`config.mk`:
```
export PLATFORM = sky130hd
export DESIGN_NAME = sisc_fetch
export DESIGN_NICKNAME = d
export VERILOG_FILES = /design/src/rtl/sisc_fetch.sv
export SDC_FILE = /design/constraint.sdc
export NUM_CORES = 1
export LEC_CHECK = 0
export CORE_ASPECT_RATIO = 2
export CORE_UTILIZATION = 35
export DETAILED_ROUTE_END_ITERATION = 8
export PLACE_DENSITY = 0.75
export SYNTH_ARGS = -nofsm -noshare
export SYNTH_HDL_FRONTEND = slang
export SYNTH_SLANG_ARGS = --single-unit
```
`constraint.sdc`:
```
create_clock -name clk -period 3.7 [get_ports clk]
set_clock_uncertainty 0.2 [all_clocks]
set_input_delay 0.74 -clock clk [delete_from_list [all_inputs] [get_ports clk]]
set_output_delay 0.74 -clock clk [all_outputs]
set_load 0.1 [all_outputs]
```
`src/rtl/sisc_fetch.sv`:
```
// SISC instruction fetch stage: PC, instruction register and req/ack word reads from instruction memory.
// Optional fetch-timeout watchdog with sticky error and HALT state: define SISC_FETCH_TIMEOUT_EN.
module sisc_fetch #(
    parameter int            AW       = 16,
    parameter logic [AW-1:0] RESET_PC = '0,
    parameter int            TIMEOUT  = 15
) (
    input  logic          clk,
    input  logic          rst_f,
    output logic [AW-1:0] imem_addr,
    output logic          imem_req,
    input  logic          imem_ack,
    input  logic [31:0]   imem_data,
    output logic [31:0]   ir,
    output logic          ir_valid,
    input  logic          ir_ready,
    input  logic          br_taken,
    input  logic          br_rel,
    input  logic [15:0]   br_imm,
    output logic [AW-1:0] pc,
    output logic          fetch_err
);

`ifdef SISC_FETCH_TIMEOUT_EN
    typedef enum logic [1:0] {IDLE, REQ, HOLD, HALT} state_t;
    localparam int CW = $clog2(TIMEOUT + 1);
    logic [CW-1:0] cnt_reg;
    logic          fetch_err_reg;
`else
    typedef enum logic [1:0] {IDLE, REQ, HOLD} state_t;
`endif

    state_t        state_reg;
    logic [AW-1:0] pc_reg;
    logic [31:0]   ir_reg;
    logic          ir_valid_reg;
    logic          imem_req_reg;

    logic [AW-1:0] imm_sext;
    logic [AW-1:0] imm_zext;
    logic [AW-1:0] br_target;

    // Fit the 16-bit immediate to the PC width in both directions.
    generate
        if (AW > 16) begin : g_imm_wide
            assign imm_sext = {{(AW-16){br_imm[15]}}, br_imm};
            assign imm_zext = {{(AW-16){1'b0}}, br_imm};
        end else if (AW == 16) begin : g_imm_equal
            assign imm_sext = br_imm;
            assign imm_zext = br_imm;
        end else begin : g_imm_narrow
            assign imm_sext = br_imm[AW-1:0];
            assign imm_zext = br_imm[AW-1:0];
        end
    endgenerate

    // pc already points past the consumed instruction when HOLD evaluates this.
    assign br_target = br_rel ? (pc_reg + imm_sext) : imm_zext;

    always_ff @(posedge clk or negedge rst_f) begin
        if (!rst_f) begin
            state_reg     <= IDLE;
            pc_reg        <= RESET_PC;
            ir_reg        <= 32'h0;
            ir_valid_reg  <= 1'b0;
            imem_req_reg  <= 1'b0;
`ifdef SISC_FETCH_TIMEOUT_EN
            cnt_reg       <= '0;
            fetch_err_reg <= 1'b0;
`endif
        end else begin
            case (state_reg)
                IDLE: begin
                    imem_req_reg <= 1'b1;
                    state_reg    <= REQ;
`ifdef SISC_FETCH_TIMEOUT_EN
                    cnt_reg      <= '0;
`endif
                end
                REQ: begin
                    if (imem_ack) begin
                        ir_reg       <= imem_data;
                        ir_valid_reg <= 1'b1;
                        pc_reg       <= pc_reg + 1'b1;
                        imem_req_reg <= 1'b0;
                        state_reg    <= HOLD;
                    end
`ifdef SISC_FETCH_TIMEOUT_EN
                    // An ack on the final allowed cycle takes priority over the timeout.
                    else if (cnt_reg == CW'(TIMEOUT - 1)) begin
                        imem_req_reg  <= 1'b0;
                        fetch_err_reg <= 1'b1;
                        state_reg     <= HALT;
                    end else begin
                        cnt_reg <= cnt_reg + 1'b1;
                    end
`endif
                end
                HOLD: begin
                    if (ir_ready) begin
                        ir_valid_reg <= 1'b0;
                        imem_req_reg <= 1'b1;
                        state_reg    <= REQ;
                        if (br_taken) begin
                            pc_reg <= br_target;
                        end
`ifdef SISC_FETCH_TIMEOUT_EN
                        cnt_reg <= '0;
`endif
                    end
                end
`ifdef SISC_FETCH_TIMEOUT_EN
                HALT: begin
                    ir_valid_reg <= 1'b0;
                    imem_req_reg <= 1'b0;
                end
`endif
                default: begin
                    state_reg    <= IDLE;
                    imem_req_reg <= 1'b0;
                end
            endcase
        end
    end

    assign pc        = pc_reg;
    assign imem_addr = pc_reg;
    assign imem_req  = imem_req_reg;
    assign ir        = ir_reg;
    assign ir_valid  = ir_valid_reg;
`ifdef SISC_FETCH_TIMEOUT_EN
    assign fetch_err = fetch_err_reg;
`else
    assign fetch_err = 1'b0;
`endif

endmodule

```
==> reports/metrics.json, run 1 <==
{
  "num_antenna_cells": 0,
  "status": "finished with violations",
  "synth_warnings": 0,
  "critical_path_class": "in2reg",
  "area_growth_pct": 37.1,
  "netlist-cell-type-count": 50,
  "fin_nets": 570,
  "setup_crit_start_kind": "input pin",
  "syn_area_mm2": 0.00329,
  "postCtsResizedCells": 0,
  "drt_wl_total_mm": 9.92,
  "clk_path_buf_depth": 2,
  "fin_ws_ns": 0.530,
  "muxShareOfSynthArea_pct": 2.43,
  "largest_register_ff_count": 32,
  "post_cts_buffers": 0,
  "clock_tree_from_tritoncts": "yes",
  "cts_hold_buf": 0,
  "clk_transition_reported_paths_ns": 0.08,
  "final.setup.tns_ns": 0,
  "drive_gt1_share_pct": 11.2,
  "die_area_mm2": 0.00982,
  "number_of_buffers_created_by_cts": 5,
  "hpwlAfterDp_mm": 7.47,
  "violations": "design-rule violations",
  "largest_net_degree_at_the_start_of_global_routing": 36,
  "gp_congestion": 0.923,
  "first_pass_grt_wire_length_mm": 15.9,
  "place.port_buffers": 119,
  "ios": 121,
  "required_time_worst_endpoint_ns": 3.74,
  "post_synth_xor_area_fraction_pct": 3.19,
  "worst_slack_at_placement_ns": 0.235,
  "finalSetupViolCount": 0,
  "die_h_um": 139,
  "via_count_of_the_first_global_routing_pass": 3325,
  "netlist.top_cell.by_area": "sky130_fd_sc_hd__dfrtp_1",
  "slew_headroom_pct": 31.6,
  "synth.ff_latch_count": 52,
  "cts-root-buf": "sky130_fd_sc_hd__clkbuf_16",
  "finalCritPeriodShare_pct": 85.7,
  "drt_iter0_drc": 173,
  "synth_top_cells_by_area": "sky130_fd_sc_hd__dfrtp_1, sky130_fd_sc_hd__nand2_1, sky130_fd_sc_hd__ha_1",
  "worstPathArrival_ns": 3.21,
  "antenna_left": 0,
  "finalHoldViolCount": 0,
  "number_of_detailed_route_iterations_in_the_first_pass": 7,
  "gr-total-overflow": 0,
  "timing.critical_path.fanout_max": 3,
  "syn_inst": 401,
  "wl_per_cell_um": 16.5,
  "std_cell_rows": 49,
  "clock_insertion_delay_worst_skew_ns": 0.30,
  "grt_setup_unrepaired": "false",
  "detail_route.drc_violations": 14,
  "endpoint_kind": "flop",
  "routed_via_count": 3287,
  "synthAdderAreaFrac_pct": 6.69,
  "initial_utilization_pct": 36.3,
  "hold_path_class": "in2async",
  "synth_flop_cell": "sky130_fd_sc_hd__dfrtp_1",
  "max_freq_mhz": 315,
  "avg_cell_area_syn_um2": 8.21,
  "timing.final.max_slew_violations": 0,
  "chipWidth_um": 70.6,
  "postPlaceCellArea_mm2": 0.00436,
  "yosysMostFrequentCell": "sky130_fd_sc_hd__nand2_1",
  "largest_family_of_logic_cells_by_synthesized_area": "simple AND/OR/NAND/NOR gates",
  "fin_area_mm2": 0.00451,
  "synthTopCellsByCount": "sky130_fd_sc_hd__nand2_1, sky130_fd_sc_hd__dfrtp_1, sky130_fd_sc_hd__a21oi_1, sky130_fd_sc_hd__nor2_1, sky130_fd_sc_hd__buf_4",
  "vias_per_cell": 5.46,
  "async_reset_ff_share_pct": 100,
  "synth_compound_area_share_pct": 17.6,
  "synth_simple_gate_area_share_pct": 23.8,
  "groute.usage.overall_pct": 20.5,
  "clock_tree.htree_level_count": 2,
  "synth_nets": 472,
  "edff_count_synth": 0,
  "core_area_mm2": 0.00907,
  "finalCriticalPeriod_ns": 3.17,
  "drv.max_cap_violation_count": 0,
  "clock_sink_count": 52,
  "max_slew.worst_pin.slew_ns": 1.02,
  "grt_antenna_before_repair": 0,
  "layout.filler_cells": 889,
  "synth_top_area_share_pct": 39.5,
  "share_of_synthesized_area_occupied_by_flip_flops_and_latches_pct": 39.5
}
[cell usage in the layout (no fill, tap or decap), types with 2 or more instances in the layout]
cell and count:
sky130_fd_sc_hd__a211oi_1 3, sky130_fd_sc_hd__a21boi_0 2, sky130_fd_sc_hd__a21o_1 4, sky130_fd_sc_hd__a21oi_1 37
sky130_fd_sc_hd__a311oi_1 2, sky130_fd_sc_hd__a31oi_1 9, sky130_fd_sc_hd__and3_1 5, sky130_fd_sc_hd__and4_1 3
sky130_fd_sc_hd__buf_4 42, sky130_fd_sc_hd__clkbuf_16 5, sky130_fd_sc_hd__clkdlybuf4s50_1 82, sky130_fd_sc_hd__dfrtp_1 52
sky130_fd_sc_hd__ha_1 16, sky130_fd_sc_hd__inv_1 2, sky130_fd_sc_hd__inv_6 2, sky130_fd_sc_hd__mux2i_1 8
sky130_fd_sc_hd__nand2_1 116, sky130_fd_sc_hd__nand2b_1 4, sky130_fd_sc_hd__nand3_1 8, sky130_fd_sc_hd__nand4_1 4
sky130_fd_sc_hd__nand4b_1 2, sky130_fd_sc_hd__nor2_1 24, sky130_fd_sc_hd__nor2_2 2, sky130_fd_sc_hd__nor3_1 4
sky130_fd_sc_hd__o211ai_1 3, sky130_fd_sc_hd__o21ai_0 8, sky130_fd_sc_hd__o21ai_1 7, sky130_fd_sc_hd__o21bai_1 4
sky130_fd_sc_hd__o22ai_1 2, sky130_fd_sc_hd__o31ai_1 3, sky130_fd_sc_hd__o32ai_1 3, sky130_fd_sc_hd__xnor2_1 5
sky130_fd_sc_hd__xor2_1 7
[stage by stage]
| step | hold slack (ns) | instances | util, % |
|---|---|---|---|
| after global routing | 0.302 | 602 | 49.7 |
| after floorplan | 0.244 | 401 | - |
| final | 0.276 | 602 | 49.7 |
| after detailed placement | 0.266 | 594 | 48.0 |
| after global placement | 0.257 | 594 | 48.0 |
| after CTS | 0.283 | 602 | 49.7 |
[routing by layer]
layer	routed length [um]	vias up	share of wire, %	track usage (%)
met2	5460	133	55	38.1
met1	3480	1545	35	20.8
li1	-	1578	-	-
met4	429	0	4.3	12.7
met3	545	31	5.5	3.34
met5	0	-	0	0
[cells by family (layout without fill, tap and decap cells)]
kind of cell    count (synthesis)  after routing
fa+ha+maj                      17             17
xor+xnor                       12             12
compound gates                 94             94
flops                          52             52
simple gates                  180            180
other cells                     1              1
buf+inv                        37            136
mux                             8              8
[path summary, 6_finish.rpt]
kind / from / end / slack [ns] / depth (start not counted)
setup / recovery: br_imm[0] / imem_addr[14] / 0.53 / 9
hold / removal: rst_f / ir[21] / 0.28 / 1
setup reg to reg: imem_addr[0] / imem_addr[14] / 0.84 / 8
hold reg to reg: ir[7] / ir[7] / 0.28 / 2
max in group asynchronous: rst_f / ir[15] / 2.24 / 2
min in group clk: ir[7] / ir[7] / 0.28 / 2
[cell type report]
type,instances,area [um^2],area share (%)
multi-input cells,312,1780,39.4
flip-flops and latches,52,1300,28.8
repair buffers,125,1140,25.3
well taps,102,128,2.83
clock buffers,5,125,2.77
clock inverters,3,28.8,0.638
inverters,3,11.3,0.250
[worst max-delay path, cell delays in order]
cell                              delay, ns
sky130_fd_sc_hd__clkdlybuf4s50_1       0.43
sky130_fd_sc_hd__ha_1                  0.24
sky130_fd_sc_hd__fa_1                  0.41
sky130_fd_sc_hd__a21oi_1               0.24
sky130_fd_sc_hd__o21ai_1               0.13
sky130_fd_sc_hd__a211oi_2              0.31
sky130_fd_sc_hd__o21ai_1               0.14
sky130_fd_sc_hd__or4b_1                0.47
sky130_fd_sc_hd__nand3_1               0.09
Power of run 1 is not shown: default switching activity piles up to over one toggle a cycle in this logic, so the estimate is an artifact.
==> inputs of run 2 (changes only) <==
--- a/config.mk
+++ b/config.mk
@@ -8,6 +8,7 @@
 export CORE_ASPECT_RATIO = 2
 export CORE_UTILIZATION = 35
 export DETAILED_ROUTE_END_ITERATION = 8
+export HOLD_SLACK_MARGIN = 0.03
 export PLACE_DENSITY = 0.75
 export SYNTH_ARGS = -nofsm -noshare
 export SYNTH_HDL_FRONTEND = slang
==> results of run 2 <==
No change in the layout: final DEF, timing and power equal those of run 1.
Power of run 2 is left out for the same reason.
==> inputs of run 3 (changes only) <==
--- a/config.mk
+++ b/config.mk
@@ -8,7 +8,6 @@
 export CORE_ASPECT_RATIO = 2
 export CORE_UTILIZATION = 35
 export DETAILED_ROUTE_END_ITERATION = 8
-export HOLD_SLACK_MARGIN = 0.03
 export PLACE_DENSITY = 0.75
 export SYNTH_ARGS = -nofsm -noshare
 export SYNTH_HDL_FRONTEND = slang
==> results of run 3 <==
No change in the layout: final DEF, timing and power equal those of run 1.
Power of run 3 is left out for the same reason.
